<file path="config.mk">
export PLATFORM = sky130hd
export DESIGN_NAME = hv_scan_reg_bist
export DESIGN_NICKNAME = d
export VERILOG_FILES = /design/src/rtl/hv_scan_bist_pkg.sv /design/src/rtl/hv_scan_word_chk.sv /design/src/rtl/hv_scan_reg_bist.sv
export SDC_FILE = /design/constraint.sdc
export NUM_CORES = 1
export LEC_CHECK = 0
export CORE_MARGIN = 2
export CORE_UTILIZATION = 40
export CTS_BUF_LIST = sky130_fd_sc_hd__clkbuf_4 sky130_fd_sc_hd__clkbuf_8 sky130_fd_sc_hd__clkbuf_16
export CTS_CLUSTER_SIZE = 25
export DETAILED_ROUTE_END_ITERATION = 10
export PLACE_DENSITY = 0.78
export SYNTH_ARGS = -nofsm -noshare
export SYNTH_HDL_FRONTEND = slang
export SYNTH_HIERARCHICAL = 1
export SYNTH_SLANG_ARGS = --single-unit
</file>
<file path="constraint.sdc">
create_clock -name i_clk -period 1.4 [get_ports i_clk]
set_input_delay 0.28 -clock i_clk [delete_from_list [all_inputs] [get_ports i_clk]]
set_output_delay 0.28 -clock i_clk [all_outputs]
set_load 0.1 [all_outputs]
</file>
<file path="src/rtl/hv_scan_bist_pkg.sv">
// Shared types and default sizes for the HV scan-register BIST responder.
// HV_SCAN_REG_NUM must match the upstream BIST controller's register count.
package hv_scan_bist_pkg;

  localparam int HV_SCAN_REG_NUM_DEF = 8;
  localparam int HV_SCAN_REG_W_DEF   = 8;

  typedef enum logic [1:0] {
    IDLE = 2'd0,
    RD   = 2'd1,
    WAIT = 2'd2,
    ACK  = 2'd3
  } scan_state_e;

endpackage

</file>
<file path="src/rtl/hv_scan_word_chk.sv">
// Integrity check of one scan register: the shadow must be the exact inverse
// of the data word, and the stored bit must equal the data word's even parity.
module hv_scan_word_chk #(
  parameter int W = 8
) (
  input  logic [W-1:0] data,
  input  logic [W-1:0] data_n,
  input  logic         par,
  output logic         fail
);

  assign fail = (data != ~data_n) | ((^data) != par);

endmodule

</file>
<file path="src/rtl/hv_scan_reg_bist.sv">
// Scan-register BIST responder: reads one register per request, checks it and
// acks with a pass/fail flag. Optional HV_SCAN_BIST_ERR_INJ_EN adds error injection.
module hv_scan_reg_bist
  import hv_scan_bist_pkg::*;
#(
  parameter int  HV_SCAN_REG_NUM = HV_SCAN_REG_NUM_DEF,
  parameter int  HV_SCAN_REG_W   = HV_SCAN_REG_W_DEF,
  parameter int  RD_LAT          = 1,
  parameter int  ERR_CNT_W       = 4,
  localparam int IDX_W           = $clog2(HV_SCAN_REG_NUM)
) (
  input  logic                     i_clk,
  input  logic                     i_rst_n,
  input  logic                     i_bist_en,
  input  logic                     i_bist_scan_reg_req,
  output logic                     o_scan_reg_bist_ack,
  output logic                     o_scan_reg_bist_err,
  output logic                     o_scan_rd_en,
  output logic [IDX_W-1:0]         o_scan_rd_addr,
  input  logic [HV_SCAN_REG_W-1:0] i_scan_rd_data,
  input  logic [HV_SCAN_REG_W-1:0] i_scan_rd_data_n,
  input  logic                     i_scan_rd_par,
`ifdef HV_SCAN_BIST_ERR_INJ_EN
  input  logic                     i_err_inj_en,
  input  logic [IDX_W-1:0]         i_err_inj_idx,
`endif
  output logic [IDX_W-1:0]         o_err_first_idx,
  output logic                     o_err_first_vld,
  output logic [ERR_CNT_W-1:0]     o_err_cnt
);

  localparam int                   LAT_W    = $clog2(RD_LAT + 1);
  localparam logic [LAT_W-1:0]     LAT_LOAD = LAT_W'(RD_LAT);
  localparam logic [LAT_W-1:0]     LAT_ONE  = LAT_W'(1);
  localparam logic [IDX_W-1:0]     IDX_LAST = IDX_W'(HV_SCAN_REG_NUM - 1);
  localparam logic [ERR_CNT_W-1:0] CNT_MAX  = {ERR_CNT_W{1'b1}};

  scan_state_e          state_reg, state_next;
  logic [IDX_W-1:0]     idx_reg, idx_next;
  logic [LAT_W-1:0]     lat_cnt_reg, lat_cnt_next;
  logic                 rd_en_reg, rd_en_next;
  logic [IDX_W-1:0]     rd_addr_reg, rd_addr_next;
  logic                 ack_reg, ack_next;
  logic                 err_reg, err_next;
  logic [IDX_W-1:0]     first_idx_reg, first_idx_next;
  logic                 first_vld_reg, first_vld_next;
  logic [ERR_CNT_W-1:0] err_cnt_reg, err_cnt_next;

  logic [HV_SCAN_REG_W-1:0] inj_mask;
  logic [HV_SCAN_REG_W-1:0] chk_data;
  logic                     chk_fail;

`ifdef HV_SCAN_BIST_ERR_INJ_EN
  // Flipping bit 0 breaks both the shadow and the parity relation.
  assign inj_mask = {{(HV_SCAN_REG_W-1){1'b0}}, (i_err_inj_en && (i_err_inj_idx == idx_reg))};
`else
  assign inj_mask = '0;
`endif

  assign chk_data = i_scan_rd_data ^ inj_mask;

  hv_scan_word_chk #(
    .W (HV_SCAN_REG_W)
  ) u_word_chk (
    .data   (chk_data),
    .data_n (i_scan_rd_data_n),
    .par    (i_scan_rd_par),
    .fail   (chk_fail)
  );

  always_comb begin
    state_next     = state_reg;
    idx_next       = idx_reg;
    lat_cnt_next   = lat_cnt_reg;
    rd_en_next     = 1'b0;
    rd_addr_next   = rd_addr_reg;
    ack_next       = 1'b0;
    err_next       = 1'b0;
    first_idx_next = first_idx_reg;
    first_vld_next = first_vld_reg;
    err_cnt_next   = err_cnt_reg;

    if (!i_bist_en) begin
      state_next     = IDLE;
      idx_next       = '0;
      lat_cnt_next   = '0;
      rd_addr_next   = '0;
      first_idx_next = '0;
      first_vld_next = 1'b0;
      err_cnt_next   = '0;
    end else begin
      case (state_reg)
        IDLE: begin
          if (i_bist_scan_reg_req) begin
            state_next   = RD;
            rd_en_next   = 1'b1;
            rd_addr_next = idx_reg;
          end
        end
        RD: begin
          state_next   = WAIT;
          lat_cnt_next = LAT_LOAD;
        end
        WAIT: begin
          // Bank data is valid only on the final wait cycle.
          if (lat_cnt_reg == LAT_ONE) begin
            state_next = ACK;
            ack_next   = 1'b1;
            err_next   = chk_fail;
          end else begin
            lat_cnt_next = lat_cnt_reg - LAT_ONE;
          end
        end
        ACK: begin
          state_next = IDLE;
          idx_next   = (idx_reg == IDX_LAST) ? '0 : idx_reg + IDX_W'(1);
          if (err_reg) begin
            if (!first_vld_reg) begin
              first_vld_next = 1'b1;
              first_idx_next = idx_reg;
            end
            if (err_cnt_reg != CNT_MAX) begin
              err_cnt_next = err_cnt_reg + ERR_CNT_W'(1);
            end
          end
        end
        default: state_next = IDLE;
      endcase
    end
  end

  always_ff @(posedge i_clk or negedge i_rst_n) begin
    if (!i_rst_n) begin
      state_reg     <= IDLE;
      idx_reg       <= '0;
      lat_cnt_reg   <= '0;
      rd_en_reg     <= 1'b0;
      rd_addr_reg   <= '0;
      ack_reg       <= 1'b0;
      err_reg       <= 1'b0;
      first_idx_reg <= '0;
      first_vld_reg <= 1'b0;
      err_cnt_reg   <= '0;
    end else begin
      state_reg     <= state_next;
      idx_reg       <= idx_next;
      lat_cnt_reg   <= lat_cnt_next;
      rd_en_reg     <= rd_en_next;
      rd_addr_reg   <= rd_addr_next;
      ack_reg       <= ack_next;
      err_reg       <= err_next;
      first_idx_reg <= first_idx_next;
      first_vld_reg <= first_vld_next;
      err_cnt_reg   <= err_cnt_next;
    end
  end

  assign o_scan_reg_bist_ack = ack_reg;
  assign o_scan_reg_bist_err = err_reg;
  assign o_scan_rd_en        = rd_en_reg;
  assign o_scan_rd_addr      = rd_addr_reg;
  assign o_err_first_idx     = first_idx_reg;
  assign o_err_first_vld     = first_vld_reg;
  assign o_err_cnt           = err_cnt_reg;

endmodule

</file>
==> summary.md <==
| Metric | Value |
|---|---|
| Hold/Removal Path Class | `in2async` |
| Routed vias | `955` |
| Syn-to-layout area delta | `70.9%` |
| Synth top area share | `0.467` |
| Grt total ovfl | `0` |
| Setup tns final | `0 ps` |
| Fin. Hold Viols | `0` |
| Top post-synthesis cells by area | `dfrtp_1, xnor2_1, ha_1` |
| Synth unique cells | `27` |
| CP startpoint kind | `flip-flop` |
| Diodes inserted | `0` |
| Bufs on Longest Clock Path | `2` |
| Final ANT Viol Nets | `0` |
| RSZ-0062 raised after global routing | `yes` |
| Placed Area | `1690 sq um` |
| Final Instance Area | `1830 sq um` |
| WHS | `294 ps` |
| Clock Latency Late Sink | `300 ps` |
| Number of global-route vias before repair | `939` |
| Placeable Area | `2500 sq um` |
| Clock Sinks | `20` |
| Site Rows | `18` |
| Root Driver | `clkbuf_4` |
| Total Die Area | `3110 sq um` |
| # DRC | `0` |
| Initial antenna violation count | `0` |
| DP HPWL | `1800 um` |
| Pin count of the biggest net entering global routing | `21` |
| Crit path capture type | `flip-flop` |
| Die Ht | `55.7 um` |
| Chip Width | `55.7 um` |
| Max reg flops | `4` |
| Yosys reg bits | `20` |
| Nets@finish | `186` |
| Area leader, netlist | `dfrtp_1` |
| First-pass GRT wire length | `3940 um` |
| CP arrival | `1610 ps` |
| Worst EP required | `1630 ps` |
| Cell area after synthesis | `1070 sq um` |
| Setup Viol. Count Final | `0` |
| Final worst path period need | `1380 ps` |
| Share of the yosys chip area belonging to registers | `0.467` |
| Crit Path Max Fanout | `4` |
| Gp weighted congestion | `0.692` |
| Least-Margin Pin Slew | `461 ps` |
| Final Cycle Share | `0.983` |
| H-tree lvl count | `1` |
| Status | `finished clean` |
| Slew HR | `0.692` |
| Count of pins over their slew limit | `0` |
| Port Buffer Count | `34` |
| Average routed wire per standard cell | `12.6 um` |
| Max-Cap Viols | `0` |
| Tot GR Track Use | `0.158` |
| Post-Synthesis Cells | `103` |
| CTS tree | `done` |
| Leak pwr | `0.000836 uW` |
| PwrDens | `1010 nW/um^2` |
| Initial Util | `0.428` |
| Syn. warnings | `6` |
| CTS buffer count | `3` |
| Peak VDD IR | `947 uV` |
| Total wire length | `2370 um` |
| Layout cells sized above 1 | `0.348` |
| Clk slew on worst S/H paths | `110 ps` |
| Peak Freq | `0.727 GHz` |
| Total power | `1860 uW` |
| Initial DRT Pass Iterations | `7` |
| Syn Nets | `130` |
| Vias per std cell | `5.08` |
| Avg Synthesized Cell Area | `10.4 sq um` |
| Kind of critical path | `reg2reg` |
| Clock skew | `4.33 ps` |
| Iteration-0 DRC Markers | `8` |
| Io pins | `35` |
final cells by class:
type | instances | area, sq um
inverters | 4 | 15.0
fillers | 171 | 669
well taps | 30 | 37.5
multi-input cells | 78 | 611
clock buffers | 4 | 36.3
flip-flops and latches | 20 | 513
repair buffers | 52 | 618
cell families (layout without fill, tap and decap cells):
logic type	Yosys count	count (layout)	share of synthesized area
XOR/XNOR	17	17	0.152
flip-flops	20	20	0.467
adder cells (fa/ha/maj)	6	6	0.0701
AND/OR/NAND/NOR	37	37	0.174
multiplexers	6	6	0.0561
AO/OA/AOI/OAI	12	12	0.0631
buffers and inverters	5	60	0.0175
what timing repair did:
item	in CTS	in global routing
endpoints found under the setup margin	3	10
hold buffers	0	0
pin swaps	6	10
gates resized for setup	12	9
setup buffers	3	3
worst paths after layout:
path,from,endpoint,slack [ps],cells after the start
min in group i_clk,i_scan_rd_data[2],o_scan_reg_bist_err,490,5
hold reg to reg,o_err_first_vld,o_err_first_vld,560,1
hold / removal,i_rst_n,state_reg[1],290,2
setup reg to reg,state_reg[1],state_reg[1],20,5
max in group asynchronous,i_rst_n,o_err_cnt[1],880,2
setup / recovery,state_reg[1],state_reg[1],20,5
where the power goes:
part / switching (uW) / leakage, uW / internal [uW]
clock network: 175 / 0.0000210 / 159
registers: 63.8 / 0.000265 / 634
logic: 377 / 0.000549 / 449
total: 616 / 0.000836 / 1240
routing by layer:
layer  wire [um]  track usage  part of all wire
met1         873        0.171              0.37
met2        1340        0.306              0.57
met3         104       0.0186             0.044
met4          51       0.0627             0.022
met5           0            0                 0
per-stage QoR:
stage,setup WS (ps),util,cells
2_1_floorplan,16.3,-,103
3_3_place_gp,-435,0.676,178
3_5_place_dp,-482,0.676,178
4_1_cts,6.46,0.709,185
5_1_grt,-21.2,0.732,188
6_report,23.8,0.732,188
placed cells by master (no fill, tap or decap), drive strengths merged, types with 2 or more instances in the layout:
cell / count
buf: 32
dfrtp: 20
clkdlybuf4s50: 13
xnor2: 13
nand2: 9
nor2: 8
a21oi: 7
mux2i: 6
ha: 6
nand3: 5
dlygate4sd2: 4
inv: 4
clkbuf: 4
xor2: 3
dlymetal6s2s: 3
nor2b: 2
o21ai: 2
nor4: 2
and2: 2
nor3: 2
worst max-delay path, stage by stage (launching register included):
cell and delay [ps]:
dfrtp_1 440, inv_2 80, ha_4 160, nor2b_4 120, or3b_1 370, a21oi_1 130
cell usage after synthesis:
library cell,count
nor3_1,2
a31oi_1,1
and2_1,2
o21ai_0,2
mux2i_1,6
nand3_1,5
nand2b_1,1
or3b_1,1
nand2_1,9
nor4_1,2
nand3b_1,1
o41ai_1,1
ha_1,6
or2_2,1
clkbuf_1,1
xor2_1,3
xnor3_1,1
nor2_1,8
dfrtp_1,20
inv_1,4
o21a_1,1
nor2b_1,2
and4_1,1
a21oi_1,7
or3_1,1
and3_1,1
xnor2_1,13
(Power assumes the default switching activity.)
